## src/rtl/uart_tx_sched_pkg.sv

```systemverilog
`default_nettype none
// ============================================================================
// Module      : uart_sched_pkg
// Description : Shared types and helpers for the UART transmit scheduler:
//               FSM state encoding, counter widths, header-byte builder.
// Revision    : 1.0 - initial release
// ============================================================================
package uart_sched_pkg;

  localparam int TOCNT_W = 8;  // WAIT_ACK timeout counter width
  localparam int BCNT_W  = 4;  // burst payload counter width
  localparam int GCNT_W  = 8;  // inter-byte gap counter width

  typedef enum logic [3:0] {
    S_IDLE,
    S_ARB,
    S_HDR,
    S_RD,
    S_LATCH,
    S_START,
    S_WAIT_ACK,
    S_WAIT_DONE,
    S_GAP
  } sched_state_t;

  // Header byte: tag in the upper seven bits, channel number in bit 0.
  function automatic logic [7:0] hdr_byte(input logic [6:0] tag, input logic ch);
    return {tag, ch};
  endfunction

endpackage
`default_nettype wire

```

## src/rtl/uart_tx_sched_if.sv

```systemverilog
`default_nettype none
// ============================================================================
// Module      : uart_tx_sched_if
// Description : Bundles the FIFO read ports, the transmitter handshake and the
//               scheduler status lines. master = scheduler, slave = FIFOs,
//               transmitter and controlling logic.
// Revision    : 1.0 - initial release
// ============================================================================
interface uart_tx_sched_if;

  logic       i_enable;
  logic       ch0_rdempty;
  logic       ch1_rdempty;
  logic [7:0] ch0_q;
  logic [7:0] ch1_q;
  logic       ch0_rdreq;
  logic       ch1_rdreq;
  logic       tx_busy;
  logic       uart_en;
  logic [7:0] paralle_data;
  logic       active_ch;
  logic       busy;
  logic       err_timeout;

  modport master (
    input  i_enable, ch0_rdempty, ch1_rdempty, ch0_q, ch1_q, tx_busy,
    output ch0_rdreq, ch1_rdreq, uart_en, paralle_data, active_ch, busy, err_timeout
  );

  modport slave (
    output i_enable, ch0_rdempty, ch1_rdempty, ch0_q, ch1_q, tx_busy,
    input  ch0_rdreq, ch1_rdreq, uart_en, paralle_data, active_ch, busy, err_timeout
  );

endinterface
`default_nettype wire

```

## src/rtl/uart_rr_arb.sv

```systemverilog
`default_nettype none
// ============================================================================
// Module      : uart_rr_arb
// Description : Combinational 2-way round-robin arbiter. The channel granted
//               last loses a tie; a lone requester always wins. The last-grant
//               register lives in the parent.
// Revision    : 1.0 - initial release
// ============================================================================
module uart_rr_arb (
  input  logic [1:0] req_i,
  input  logic       last_i,
  input  logic       en_i,
  output logic       gnt_o,
  output logic       valid_o
);

  // Grant selection: on a tie favour the channel not granted last.
  always_comb begin
    valid_o = en_i & (|req_i);
    gnt_o   = 1'b0;
    if (req_i == 2'b11) begin
      gnt_o = ~last_i;
    end else begin
      gnt_o = req_i[1];
    end
  end

endmodule
`default_nettype wire

```

## src/rtl/uart_tx_sched.sv

```systemverilog
`default_nettype none
// ============================================================================
// Module      : uart_tx_sched
// Description : Transmit scheduler between two byte FIFOs and one serial
//               transmitter. Round-robin burst grants, optional header byte,
//               enable/busy handshake with ACK timeout.
// Revision    : 1.0 - initial release
// ============================================================================
module uart_tx_sched #(
  parameter int unsigned BURST_LEN   = 4,
  parameter bit          HDR_EN      = 1'b1,
  parameter logic [6:0]  HDR_TAG     = 7'h55,
  parameter int unsigned ACK_TIMEOUT = 16,
  parameter int unsigned GAP_CYCLES  = 2
) (
  input  logic           sysclk_12,
  input  logic           i_rest,
  uart_tx_sched_if.master bus
);

  import uart_sched_pkg::*;

  localparam logic [BCNT_W-1:0]  BURST_MAX = BCNT_W'(BURST_LEN);
  localparam logic [TOCNT_W-1:0] TO_LAST   = TOCNT_W'(ACK_TIMEOUT - 1);
  localparam logic [GCNT_W-1:0]  GAP_LAST  = GCNT_W'(GAP_CYCLES - 1);

  sched_state_t        state_q, state_d;
  logic                active_q, active_d;
  logic                last_q, last_d;
  logic [BCNT_W-1:0]   bcnt_q, bcnt_d;
  logic [TOCNT_W-1:0]  tocnt_q, tocnt_d;
  logic [GCNT_W-1:0]   gcnt_q, gcnt_d;
  logic [7:0]          data_q, data_d;
  logic                uart_en_q, uart_en_d;
  logic                err_q, err_d;

  logic                arb_gnt;
  logic                arb_valid;
  logic                act_empty;

  uart_rr_arb u_arb (
    .req_i   ({~bus.ch1_rdempty, ~bus.ch0_rdempty}),
    .last_i  (last_q),
    .en_i    (bus.i_enable),
    .gnt_o   (arb_gnt),
    .valid_o (arb_valid)
  );

  assign act_empty = active_q ? bus.ch1_rdempty : bus.ch0_rdempty;

  // State and datapath registers; everything returns to idle asynchronously.
  always_ff @(posedge sysclk_12 or posedge i_rest) begin
    if (i_rest) begin
      state_q   <= S_IDLE;
      active_q  <= 1'b0;
      last_q    <= 1'b1;   // ch0 wins the first tie after reset
      bcnt_q    <= '0;
      tocnt_q   <= '0;
      gcnt_q    <= '0;
      data_q    <= 8'h00;
      uart_en_q <= 1'b0;
      err_q     <= 1'b0;
    end else begin
      state_q   <= state_d;
      active_q  <= active_d;
      last_q    <= last_d;
      bcnt_q    <= bcnt_d;
      tocnt_q   <= tocnt_d;
      gcnt_q    <= gcnt_d;
      data_q    <= data_d;
      uart_en_q <= uart_en_d;
      err_q     <= err_d;
    end
  end

  // Next-state logic: burst sequencing, transmitter handshake and timeouts.
  always_comb begin
    state_d  = state_q;
    active_d = active_q;
    last_d   = last_q;
    bcnt_d   = bcnt_q;
    tocnt_d  = tocnt_q;
    gcnt_d   = gcnt_q;
    data_d   = data_q;
    err_d    = err_q;

    case (state_q)
      S_IDLE: begin
        if (bus.i_enable && (!bus.ch0_rdempty || !bus.ch1_rdempty)) begin
          state_d = S_ARB;
        end
      end
      S_ARB: begin
        if (arb_valid) begin
          active_d = arb_gnt;
          bcnt_d   = '0;
          state_d  = HDR_EN ? S_HDR : S_RD;
        end else begin
          // Requests vanished between IDLE and ARB; nothing to grant.
          state_d = S_IDLE;
        end
      end
      S_HDR: begin
        data_d  = hdr_byte(HDR_TAG, active_q);
        state_d = S_START;
      end
      S_RD: begin
        state_d = S_LATCH;
      end
      S_LATCH: begin
        data_d  = active_q ? bus.ch1_q : bus.ch0_q;
        bcnt_d  = bcnt_q + 1'b1;
        state_d = S_START;
      end
      S_START: begin
        tocnt_d = '0;
        state_d = S_WAIT_ACK;
      end
      S_WAIT_ACK: begin
        if (bus.tx_busy) begin
          state_d = S_WAIT_DONE;
        end else if (tocnt_q >= TO_LAST) begin
          // Transmitter never acknowledged: drop the byte and flag it.
          err_d   = 1'b1;
          state_d = S_IDLE;
        end else if (tocnt_q != '1) begin
          tocnt_d = tocnt_q + 1'b1;
        end
      end
      S_WAIT_DONE: begin
        if (!bus.tx_busy) begin
          gcnt_d  = '0;
          state_d = S_GAP;
        end
      end
      S_GAP: begin
        if (gcnt_q >= GAP_LAST) begin
          if (bus.i_enable && !act_empty && (bcnt_q < BURST_MAX)) begin
            state_d = S_RD;
          end else begin
            last_d  = active_q;
            state_d = S_IDLE;
          end
        end else begin
          gcnt_d = gcnt_q + 1'b1;
        end
      end
      default: begin
        state_d = S_IDLE;
      end
    endcase

    // uart_en is high exactly while the FSM sits in WAIT_ACK.
    uart_en_d = (state_d == S_WAIT_ACK);
  end

  assign bus.ch0_rdreq    = (state_q == S_RD) && !active_q;
  assign bus.ch1_rdreq    = (state_q == S_RD) &&  active_q;
  assign bus.uart_en      = uart_en_q;
  assign bus.paralle_data = data_q;
  assign bus.active_ch    = active_q;
  assign bus.busy         = (state_q != S_IDLE);
  assign bus.err_timeout  = err_q;

endmodule
`default_nettype wire
```

## src/flat_wrapper.sv

```systemverilog
// flat-port wrapper written by rule: the top's interface ports become plain ports
module uart_tx_sched_flat import uart_sched_pkg::*;
#(
  parameter int unsigned BURST_LEN   = 4,
  parameter bit          HDR_EN      = 1'b1,
  parameter logic [6:0]  HDR_TAG     = 7'h55,
  parameter int unsigned ACK_TIMEOUT = 16,
  parameter int unsigned GAP_CYCLES  = 2
)
  (sysclk_12, i_rest, bus_i_enable, bus_ch0_rdempty, bus_ch1_rdempty, bus_ch0_q, bus_ch1_q, bus_tx_busy, bus_ch0_rdreq, bus_ch1_rdreq, bus_uart_en, bus_paralle_data, bus_active_ch, bus_busy, bus_err_timeout);
  uart_tx_sched_if bus_i ();
  input  logic sysclk_12;
  input  logic i_rest;
  input wire logic [$bits(bus_i.i_enable)-1:0] bus_i_enable;
  input wire logic [$bits(bus_i.ch0_rdempty)-1:0] bus_ch0_rdempty;
  input wire logic [$bits(bus_i.ch1_rdempty)-1:0] bus_ch1_rdempty;
  input wire logic [$bits(bus_i.ch0_q)-1:0] bus_ch0_q;
  input wire logic [$bits(bus_i.ch1_q)-1:0] bus_ch1_q;
  input wire logic [$bits(bus_i.tx_busy)-1:0] bus_tx_busy;
  output wire logic [$bits(bus_i.ch0_rdreq)-1:0] bus_ch0_rdreq;
  output wire logic [$bits(bus_i.ch1_rdreq)-1:0] bus_ch1_rdreq;
  output wire logic [$bits(bus_i.uart_en)-1:0] bus_uart_en;
  output wire logic [$bits(bus_i.paralle_data)-1:0] bus_paralle_data;
  output wire logic [$bits(bus_i.active_ch)-1:0] bus_active_ch;
  output wire logic [$bits(bus_i.busy)-1:0] bus_busy;
  output wire logic [$bits(bus_i.err_timeout)-1:0] bus_err_timeout;
  assign bus_i.i_enable = bus_i_enable;
  assign bus_i.ch0_rdempty = bus_ch0_rdempty;
  assign bus_i.ch1_rdempty = bus_ch1_rdempty;
  assign bus_i.ch0_q = bus_ch0_q;
  assign bus_i.ch1_q = bus_ch1_q;
  assign bus_i.tx_busy = bus_tx_busy;
  assign bus_ch0_rdreq = bus_i.ch0_rdreq;
  assign bus_ch1_rdreq = bus_i.ch1_rdreq;
  assign bus_uart_en = bus_i.uart_en;
  assign bus_paralle_data = bus_i.paralle_data;
  assign bus_active_ch = bus_i.active_ch;
  assign bus_busy = bus_i.busy;
  assign bus_err_timeout = bus_i.err_timeout;
  uart_tx_sched #(.BURST_LEN(BURST_LEN), .HDR_EN(HDR_EN), .HDR_TAG(HDR_TAG), .ACK_TIMEOUT(ACK_TIMEOUT), .GAP_CYCLES(GAP_CYCLES)) u_core (.sysclk_12(sysclk_12), .i_rest(i_rest), .bus(bus_i));
endmodule
```

## config.mk

```make
export PLATFORM = sky130hd
export DESIGN_NAME = uart_tx_sched_flat
export DESIGN_NICKNAME = d
export VERILOG_FILES = /design/src/rtl/uart_tx_sched_pkg.sv /design/src/rtl/uart_tx_sched_if.sv /design/src/rtl/uart_rr_arb.sv /design/src/rtl/uart_tx_sched.sv /design/src/flat_wrapper.sv
export SDC_FILE = /design/constraint.sdc
export NUM_CORES = 1
export LEC_CHECK = 0
export BUFFER_PORTS_ARGS = -buffer_cell sky130_fd_sc_hd__buf_2
export CAP_MARGIN = 10
export CORE_ASPECT_RATIO = 1.2
export CORE_MARGIN = 2
export CORE_UTILIZATION = 45
export DETAILED_ROUTE_END_ITERATION = 6
export PLACE_DENSITY_LB_ADDON = 0.2
export SYNTH_ARGS = -nofsm -noshare
export SYNTH_HDL_FRONTEND = slang
export SYNTH_SLANG_ARGS = --single-unit
```

## constraint.sdc

```tcl
create_clock -name sysclk_12 -period 1.8 [get_ports sysclk_12]
set_input_delay 0.45 -clock sysclk_12 [delete_from_list [all_inputs] [get_ports sysclk_12]]
set_output_delay 0.45 -clock sysclk_12 [all_outputs]
set_load 0.01 [all_outputs]
```

==> summary.txt, run 1 <==
Clock network
  – CTS Buf Count: 5
  – Root Driver: clkbuf_8
  – Later-pin clock latency in the skew report: between 200 and 300 ps
  – Clock sinks: 36
  – CTS tree: done
  – H-tree depth: 2
  – Clock transition at the registers of the reported paths: 70 ps
  – Clk buf depth: 2

Layout
  – Layout overhead on the synthesized area: 27.70%
  – # fillers: ~340
  – Final instance area: between 2000 and 2500 µm²
  – Reg area: between 900 and 1000 µm²
  – ANT cells: 0
  – Nets: 260
  – Area of the multi-input gates: slightly above 900 µm²
  – Share of cells above drive strength 1: approximately 37%
  – Most frequent cells in the layout: buf_2, dfrtp_1, buf_4
  – Commonest non-fill, non-tap cell in the layout: buf_2

STA
  – Max Clk Rate: around 0.58 GHz
  – Fin. Hold Viols: 0
  – RSZ-0062 raised after global routing: true
  – Slew margin rel.: 69.73%
  – Final worst slack: about 66 ps
  – Final setup TNS: 0 ps
  – Min cycle time layout: 1734 ps
  – Worst-margin pin slew: 448.4 ps
  – Slew Viols, Final: 0
  – Skew final: about 5.8 ps
  – Tcrit/Tclk final: just under 100%
  – Final setup violation count: 0

Power and ir drop
  – Leakage: 1.150 nW
  – Power Dens Cells: about 1600 nW/µm²
  – Final Power: roughly 3.7 mW
  – Worst vdd ir: ~0.9 mV

Global routing
  – Grt total ovfl: 0
  – Initial antenna violation count: 0
  – First-pass GRT wire length: approximately 7000 µm
  – GRT Util Overall: between 15 and 20%
  – Number of global-route vias before repair: 1562
  – Largest net degree at the start of global routing: 37

Synthesis
  – Syn nets: 202
  – Number of synthesized register bits: 36
  – Cells after Synth: ~180
  – Part of the Yosys area used for sequential elements: between 40% and 50%
  – Cell Area, Synth: around 1900 µm²
  – Synth Flop Type: dfrtp_1
  – Warnings from Yosys: 0
  – Number of flops mapped to enable cells by yosys: 0
  – Average size of a mapped cell: 10.58 µm²
  – Distinct cell type count after synthesis: 50
  – Post-synth ARST share: between 90% and 100%

Worst setup path
  – CP max-delay cell: dfrtp_2
  – Worst setup EP type: output pin
  – CP max FO: 6
  – Nature of the critical path startpoint: register
  – Critical path class: reg -> out
  – CP peak stage delay: approximately 410 ps
  – WP data required: approximately 1400 ps
  – Cell-by-cell trace of the critical path: buf_4, nor4bb_2, buf_2
  – Crit path arrival time: about 1300 ps

Place
  – Placed instance area: around 2200 µm²
  – Dpl hpwl: between 3000 and 4000 µm
  – Port bufs: 35
  – Routability cong.: approximately 0.9
  – Place WS: approximately 180 ps

Route
  – Vias per cell: between 5 and 6
  – Number of detailed-route iterations in the first pass: 4
  – Routed WL: 4219 µm
  – Residual DRC: 0
  – Post-DR wirelength/cell: about 15 µm
  – Routed vias: 1513
  – Post-route ant nets: 0
  – Initial DRC count: 76

Die
  – Starting Density: a little under half
  – Core Area: approximately 3900 µm²
  – Chip width: 62.56 µm
  – Die area: about 4600 µm²
  – FP Rows: 25
  – Die H: approximately 74 µm
  – Io pins: 36

Flow run
  – Max cap viols: 0

Outcome
  – Status: finished, final reports clean

Hold path
  – Hold Crit Class: in -> async
## state kept, by name, indices dropped and copies added, names as in the netlist
name / count
u_core.bus.paralle_data: 8
u_core.tocnt_q: 8
u_core.bus.uart_en: 1
u_core.bus.active_ch: 1
u_core.state_q: 4
u_core.gcnt_q: 8
u_core.bcnt_q: 4
u_core.bus.err_timeout: 1
u_core.last_q: 1
## routing by layer
layer | wire, µm | up-vias | GRT usage (%)
met4 | 83 | 0 | 7.654
met1 | 1851 | 726 | 23.31
li1 | - | 741 | -
met5 | 0 | - | 0
met3 | 189 | 8 | 4.841
met2 | 2095 | 38 | 35.96
## Yosys cell counts, types with 2 or more instances
cell | number | area (µm²)
nor2_1 | 12 | 45.04
a31oi_1 | 2 | 12.51
a21oi_1 | 6 | 30.03
mux2_2 | 2 | 22.52
mux2i_1 | 11 | 110.1
nand2_1 | 13 | 48.80
buf_2 | 3 | 15.01
nand3_1 | 10 | 50.05
and3_1 | 2 | 12.51
nor4_1 | 2 | 12.51
and2b_1 | 2 | 15.01
o21ai_0 | 6 | 30.03
dfrtp_1 | 35 | 875.8
o21ai_1 | 3 | 15.01
a21boi_1 | 3 | 22.52
o22ai_1 | 3 | 18.77
o31ai_1 | 3 | 22.52
nand2b_1 | 3 | 18.77
and2_1 | 9 | 56.30
inv_1 | 8 | 30.03
o21a_1 | 2 | 15.01
or4_1 | 2 | 15.01
ha_1 | 5 | 62.56
nor4b_4 | 2 | 47.55
## layout make-up
| cell class | instances | area share (%) |
|---|---|---|
| Multi-Input combinational cell | 125 | 39.10 |
| Sequential cell | 36 | 38.31 |
| Timing Repair Buffer | 57 | 14.55 |
| Clock buffer | 6 | 3.492 |
| Tap cell | 54 | 2.857 |
| Inverter | 8 | 1.270 |
| Clock inverter | 2 | 0.4233 |
## power breakdown
part | switching [mW] | internal, mW
sequential | 0.212 | 1.06
combinational | 0.916 | 0.898
clock | 0.278 | 0.305
total | 1.41 | 2.27
## path summary, 6_finish.rpt
path	cells past startpoint	end	slack, ps	from
worst max register to register	6	u_core.tocnt_q[2]	100	u_core.state_q[0]
worst min-delay path	3	u_core.bus.paralle_data[7]	260	i_rest
worst max-delay path	3	bus_ch0_rdreq	70	u_core.state_q[1]
min in group sysclk_12	2	u_core.bus.err_timeout	430	bus_tx_busy
worst min register to register	1	u_core.gcnt_q[4]	490	u_core.gcnt_q[4]
max in group asynchronous	3	u_core.last_q	1200	i_rest
## cells by family after synthesis
| family | Yosys count | share of synthesized area (%) |
|---|---|---|
| and+or+nand+nor | 71 | 24.05 |
| buffers and inverters | 14 | 3.648 |
| xor gates and xnor gates | 2 | 0.9461 |
| DFF | 36 | 48.72 |
| AOI/OAI and AO/OA | 33 | 11.28 |
| muxes | 14 | 7.973 |
| adders and majority gates | 5 | 3.378 |
## critical path, delay by kind of cell (launching register included)
family                 cells  cell delay (ps)
and+or+nand+nor            1              260
buffers and inverters      2              330
DFF                        1              410
## metrics by stage
step | utilization [%] | hold slack, ps | cells
after floorplan | - | 449.8 | 175
after global placement | 54.67 | 466.6 | 271
after detailed placement | 54.67 | 475.6 | 271
after CTS | 58.10 | 270.5 | 284
after global routing | 60.00 | 294.6 | 288
final | 60.00 | 257.1 | 288
## what timing repair did
action / in CTS / in global routing
hold buffers: 0 / 0
setup buffers: 5 / 4
setup endpoints to repair: 2 / 6
gates resized for setup: 3 / 11
pin swaps: 0 / 1
No activity file was read; power rests on OpenSTA's default activity.
==> run 2, diff against run 1 <==
--- a/config.mk
+++ b/config.mk
@@ -9,9 +9,10 @@
 export CAP_MARGIN = 10
 export CORE_ASPECT_RATIO = 1.2
 export CORE_MARGIN = 2
-export CORE_UTILIZATION = 45
+export CORE_UTILIZATION = 32
 export DETAILED_ROUTE_END_ITERATION = 6
 export PLACE_DENSITY_LB_ADDON = 0.2
+export SKIP_LAST_GASP = 1
 export SYNTH_ARGS = -nofsm -noshare
 export SYNTH_HDL_FRONTEND = slang
 export SYNTH_SLANG_ARGS = --single-unit
==> run 2 against run 1 <==
Compared with the run above: critical path depth increased by 2; worst hold slack improved by 1.6 ps; global-route usage decreased by 6.5 points; cell count increased by 2.8%; clock power increased by 19%; sequential power about the same; largest power group unchanged.
==> summary.txt, run 2 (same netlist as run 1, synthesis figures left out) <==
Outcome
  – Status: finished, final reports clean (unchanged)

Worst setup path
  – CP max FO: 7 (was 6)
  – Nature of the critical path startpoint: register (unchanged)
  – Cell-by-cell trace of the critical path: buf_4, or4b_1, o21ai_2, o21ai_1, mux2_4 (was buf_4, nor4bb_2, buf_2)
  – CP max-delay cell: or4b_1 (was dfrtp_2)
  – Worst path bufs/invs: 1 (was 2)
  – Crit path arrival time: 1920 ps (was 1280 ps)
  – Critical path class: reg -> reg (was reg -> out)
  – WP data required: 1970 ps (was 1350 ps)
  – CP peak stage delay: 580 ps (was 410 ps)
  – Worst setup EP type: register (was output pin)
  – Kind of cell adding the most delay to the critical path: simple AND/OR/NAND/NOR gates (was flip-flops)

Layout
  – Nets: 258 (was 260)
  – # fillers: 568 (was 343)
  – Commonest non-fill, non-tap cell in the layout: buf_2 (unchanged)
  – Non-Filler Instances: 296 (was 288)
  – ANT cells: 0 (unchanged)
  – Most frequent cells in the layout: buf_2, dfrtp_1, buf_4 (unchanged)
  – Layout overhead on the synthesized area: 27.70% (unchanged)
  – Share of cells above drive strength 1: 34.48% (was 37.18%)

Route
  – Routed WL: 3894 µm (was 4219 µm)
  – Number of detailed-route iterations in the first pass: 4 (unchanged)
  – Post-DR wirelength/cell: 13.16 µm (was 14.65 µm)
  – Residual DRC: 0 (unchanged)
  – Routed vias: 1440 (was 1513)
  – Post-route ant nets: 0 (unchanged)
  – Initial DRC count: 34 (was 76)
  – Vias per cell: 4.865 (was 5.253)

STA
  – Min cycle time layout: 1742 ps (was 1734 ps)
  – Final setup violation count: 0 (unchanged)
  – Slew Viols, Final: 0 (unchanged)
  – Skew final: 5.891 ps (was 5.833 ps)
  – RSZ-0062 raised after global routing: true (unchanged)
  – Slew margin rel.: 68.70% (was 69.73%)
  – Fin. Hold Viols: 0 (unchanged)
  – Tcrit/Tclk final: 96.76% (was 96.35%)
  – Worst-margin pin slew: 469.5 ps (was 448.4 ps)
  – Max Clk Rate: 0.5742 GHz (was 0.5766 GHz)

Die
  – Die H: 87.33 µm (was 74.27 µm)
  – Io pins: 36 (unchanged)
  – Core Area: 5630 µm² (was 3941 µm²)
  – Chip width: 73.45 µm (was 62.56 µm)
  – FP Rows: 30 (was 25)
  – Die area: 6414 µm² (was 4646 µm²)
  – Starting Density: 32.89% (was 46.98%)

Power and ir drop
  – NetSw: 1.319 mW (was 1.405 mW)
  – Final Power: 3.677 mW (was 3.673 mW)
  – Seq pwr share: 34.6% (was 34.7%)
  – Switching share of power: 35.87% (was 38.26%)
  – Internal: 2.358 mW (was 2.268 mW)
  – Worst vdd ir: 0.4401 mV (was 0.9231 mV)
  – Leakage: 1.146 nW (was 1.150 nW)
  – Clock Power Share: 18.8% (was 15.9%)
  – Combinational Power Share: 46.6% (was 49.4%)
  – Power Dens Cells: 1555 nW/µm² (was 1553 nW/µm²)

Clock network
  – CTS Buf Count: 5 (unchanged)
  – H-tree depth: 2 (unchanged)
  – Later-pin clock latency in the skew report: 280 ps (was 290 ps)
  – Clock sinks: 36 (unchanged)
  – CTS tree: done (unchanged)
  – Hold buffer count at CTS: 0 (unchanged)
  – Root Driver: clkbuf_8 (unchanged)
  – Clock transition at the registers of the reported paths: 70 ps (about the same)
  – Clk buf depth: 2 (unchanged)

Global routing
  – Number of global-route vias before repair: 1437 (was 1562)
  – Largest net degree at the start of global routing: 37 (unchanged)
  – First-pass GRT wire length: 6665 µm (was 7169 µm)
  – Initial antenna violation count: 0 (unchanged)
  – Grt total ovfl: 0 (unchanged)
  – GRT Util Overall: 13.39% (was 19.93%)

Place
  – Port bufs: 35 (unchanged)
  – Placed cells: 285 (was 271)
  – Routability cong.: 0.7994 (was 0.8827)
  – Dpl hpwl: 2925 µm (was 3054 µm)

Flow run
  – Max cap viols: 0 (unchanged)

Hold path
  – Hold Crit Class: in -> async (unchanged)
## run 2: cell types whose count changed in the layout (fill, tap and decap cells not counted), sizes merged
cell / previous run / this run
buf: 57 / 55
bufinv: 0 / 1
clkinv: 2 / 1
## run 2: final cells by class
class                      instances  area (µm²)  area share, %
tap                               64       80.08          3.386
clock inverter                     2       35.03          1.481
timing repair buffer              55       332.8          14.07
sequential                        36       907.1          38.36
multi-input combinational        125       907.1          38.36
inverter                           8       30.03          1.270
clock buffer                       6       72.57          3.069
## run 2: timing repair
item / in CTS / in global routing
buffers inserted: 2 / 1
setup endpoints to repair: 3 / 3
gates resized for setup: 4 / 7
pin swaps: 0 / 1
## run 2: worst paths after layout
kind	from	end	slack [ps]	depth (start not counted)
worst max-delay path	u_core.state_q[3]	u_core.bus.paralle_data[0]	60	5
worst min-delay path	i_rest	u_core.bus.paralle_data[5]	260	3
worst max register to register	u_core.state_q[3]	u_core.bus.paralle_data[0]	60	5
worst min register to register	u_core.gcnt_q[5]	u_core.gcnt_q[5]	490	1
max in group asynchronous	i_rest	u_core.state_q[3]	1180	3
min in group sysclk_12	bus_tx_busy	u_core.bus.err_timeout	420	2
## run 2: routing by layer
metal | GRT usage [%] | up-vias | wire (µm)
li1 | - | 733 | -
met1 | 16.96 | 669 | 1868
met2 | 22.48 | 33 | 1793
met3 | 3.819 | 5 | 188
met4 | 2.975 | 0 | 44
met5 | 0 | - | 0
## run 2: stage by stage
step / util [%] / setup slack (ps) / TNS [ps] / hold WS [ps] / instance area [µm²]
after global routing: 42.00 / -13.48 / -13.48 / 311.4 / 2365
after detailed placement: 39.02 / 141.3 / 0 / 471.9 / 2197
after global placement: 39.02 / 172.3 / 0 / 473.2 / 2197
after floorplan: - / 114.9 / 0 / 449.8 / 1852
after CTS: 41.31 / -3.930 / -3.930 / 276.3 / 2326
final: 42.00 / 58.40 / 0 / 258.7 / 2365
## run 2: power groups by stage
stage                     logic (mW)  clock network [mW]  registers, mW
final                           1.71               0.692           1.27
after global routing            1.93               0.755           1.31
after CTS                       1.68               0.725           1.27
after detailed placement        1.63                   0           1.29
after global placement          1.63                   0           1.29
after floorplan                 1.05                   0           1.26
## run 2: worst min-delay path: stages
cell	delay, ps
buf_2	90
inv_1	40
buf_4	400
==> run 3, diff against run 2 <==
--- a/config.mk
+++ b/config.mk
@@ -11,7 +11,6 @@
 export CORE_MARGIN = 2
 export CORE_UTILIZATION = 32
 export DETAILED_ROUTE_END_ITERATION = 6
-export PLACE_DENSITY_LB_ADDON = 0.2
 export SKIP_LAST_GASP = 1
 export SYNTH_ARGS = -nofsm -noshare
 export SYNTH_HDL_FRONTEND = slang
==> run 3 against run 2 <==
Compared with the run above: critical path depth unchanged; register-to-register slack about the same; routed wire length increased by 5.3%; sequential power decreased by 3%; fmax decreased by 0.72%; cell area increased by 0.11%; global-route usage increased by 0.69 points; total power about the same; largest cell class is now multi-input gates; first-iteration DRC count increased by 140%; non-clock buffer count unchanged; sequential cell count unchanged; highest routed layer unchanged; combinational power about the same.
==> summary.txt, run 3 (same netlist as run 1, synthesis figures left out) <==
Worst setup path
  – Nature of the critical path startpoint: register (unchanged)
  – CP peak stage delay: 580 ps (about the same)
  – Critical path class: reg -> reg (unchanged)
  – R2R Path Start: u_core.state_q[3] (unchanged)
  – Worst path bufs/invs: 1 (unchanged)
  – Worst setup EP type: register (unchanged)
  – Flop2flop setup slack: 50 ps (was 60 ps)
  – Reg-to-reg critical path endpoint: u_core.bus.paralle_data[0] (unchanged)
  – CP max-delay cell: or4b_1 (unchanged)
  – CP max FO: 8 (was 7)
  – Kind of cell adding the most delay to the critical path: simple AND/OR/NAND/NOR gates (unchanged)
  – Worst-case reg-to-reg path depth: 5 (unchanged)
  – Crit path arrival time: 1930 ps (was 1920 ps)
  – WP data required: 1970 ps (about the same)
  – Cell-by-cell trace of the critical path: buf_4, or4b_1, o21ai_2, o21ai_1, mux2_4 (unchanged)

Clock network
  – Clock sinks: 36 (unchanged)
  – H-tree depth: 2 (unchanged)
  – Hold buffer count at CTS: 0 (unchanged)
  – Root Driver: clkbuf_8 (unchanged)
  – CTS Buf Count: 5 (unchanged)
  – Clock transition at the registers of the reported paths: 70 ps (about the same)
  – Later-pin clock latency in the skew report: 290 ps (was 280 ps)
  – Clk buf depth: 2 (unchanged)
  – CTS tree: done (unchanged)

STA
  – Skew final: 9.960 ps (was 5.891 ps)
  – Final setup TNS: 0 ps (unchanged)
  – Final worst slack: 45.84 ps (was 58.40 ps)
  – Tcrit/Tclk final: 97.45% (was 96.76%)
  – RSZ-0062 raised after global routing: true (unchanged)
  – Slew Viols, Final: 0 (unchanged)
  – Worst-margin pin slew: 484.3 ps (was 469.5 ps)
  – Fin. Hold Viols: 0 (unchanged)
  – Min cycle time layout: 1754 ps (was 1742 ps)
  – Final setup violation count: 0 (unchanged)
  – Hold slack: 243.8 ps (was 258.7 ps)
  – Max Clk Rate: 0.5701 GHz (was 0.5742 GHz)
  – Slew margin rel.: 67.41% (was 68.70%)

Global routing
  – GRT Util Overall: 14.07% (was 13.39%)
  – Grt total ovfl: 0 (unchanged)
  – First-pass GRT wire length: 7065 µm (was 6665 µm)
  – Number of global-route vias before repair: 1524 (was 1437)
  – Largest net degree at the start of global routing: 37 (unchanged)
  – Initial antenna violation count: 0 (unchanged)

Die
  – Core Area: 5630 µm² (unchanged)
  – FP Rows: 30 (unchanged)
  – Starting Density: 32.89% (unchanged)
  – Die H: 87.33 µm (unchanged)
  – Io pins: 36 (unchanged)
  – Chip width: 73.45 µm (unchanged)
  – Die area: 6414 µm² (unchanged)

Route
  – Number of detailed-route iterations in the first pass: 3 (was 4)
  – Post-route ant nets: 0 (unchanged)
  – Initial DRC count: 80 (was 34)
  – Residual DRC: 0 (unchanged)
  – Vias per cell: 4.926 (was 4.865)
  – Routed WL: 4099 µm (was 3894 µm)
  – Post-DR wirelength/cell: 13.85 µm (was 13.16 µm)
  – Routed vias: 1458 (was 1440)

Layout
  – Nets: 258 (unchanged)
  – Commonest non-fill, non-tap cell in the layout: buf_2 (unchanged)
  – Share of cells above drive strength 1: 34.48% (unchanged)
  – Most frequent cells in the layout: buf_2, dfrtp_1, buf_4 (unchanged)
  – Layout overhead on the synthesized area: 27.84% (was 27.70%)
  – ANT cells: 0 (unchanged)

Power and ir drop
  – Leakage: 1.147 nW (was 1.146 nW)
  – Power Dens Cells: 1555 nW/µm² (about the same)
  – Worst vdd ir: 0.4069 mV (was 0.4401 mV)

Place
  – Routability cong.: 0.7677 (was 0.7994)
  – Dpl hpwl: 2968 µm (was 2925 µm)
  – Place WS: 97.93 ps (was 141.3 ps)
  – Port bufs: 35 (unchanged)

Flow run
  – Max cap viols: 0 (unchanged)

Outcome
  – Status: finished, final reports clean (unchanged)

Hold path
  – Hold Crit Class: in -> async (unchanged)
[run 3: repair_timing]
action / CTS / global route
pin swaps: 1 / 0
setup endpoints to repair: 2 / 4
buffers inserted: 5 / 0
gates resized for setup: 6 / 3
[run 3: per-layer routing]
| metal | GRT usage [%] | vias to the layer above | wire, µm |
|---|---|---|---|
| li1 | - | 738 | - |
| met1 | 17.31 | 676 | 1785 |
| met3 | 3.241 | 9 | 165 |
| met5 | 0 | - | 0 |
| met4 | 6.446 | 0 | 99 |
| met2 | 23.13 | 35 | 2049 |
[run 3: where the power goes]
part / leakage (nW) / internal (mW) / switching (mW) / total (mW)
clock network: 0.0541 / 0.410 / 0.302 / 0.712
logic: 0.638 / 0.863 / 0.871 / 1.73
registers: 0.455 / 1.06 / 0.170 / 1.23
total: 1.15 / 2.34 / 1.34 / 3.68
[run 3: final cells by class]
class	count	area, µm²
Clock buffer	5	68.82
Clock inverter	3	42.54
Fill cell	545	3263
Inverter	8	30.03
Multi-Input combinational cell	125	910.9
Sequential cell	36	905.9
Tap cell	64	80.08
Timing Repair Buffer	55	329.1
[run 3: how the worst max path moves through the flow]
stage	startpoint	endpoint	slack, ps	cells after the start
after CTS	u_core.state_q[3]	bus_ch1_rdreq	20	4
after floorplan	u_core.state_q[0]	bus_ch0_rdreq	110	3
after global routing	u_core.state_q[3]	u_core.bus.paralle_data[0]	-9	5
final	u_core.state_q[3]	u_core.bus.paralle_data[0]	50	5
after global placement	u_core.state_q[3]	bus_ch0_rdreq	120	3
after detailed placement	u_core.state_q[3]	bus_ch0_rdreq	100	3
[run 3: tightest hold or removal path, cell delays in order]
cell,delay [ps]
buf_2,90
inv_1,40
buf_4,380
[run 3: through the flow]
stage	util, %	total power, mW	instances	area, µm²
after floorplan	-	2.308	175	1852
after global placement	38.76	2.836	283	2182
after detailed placement	38.76	2.875	283	2182
after CTS	41.78	3.713	296	2352
after global routing	42.04	3.989	296	2367
final	42.04	3.680	296	2367
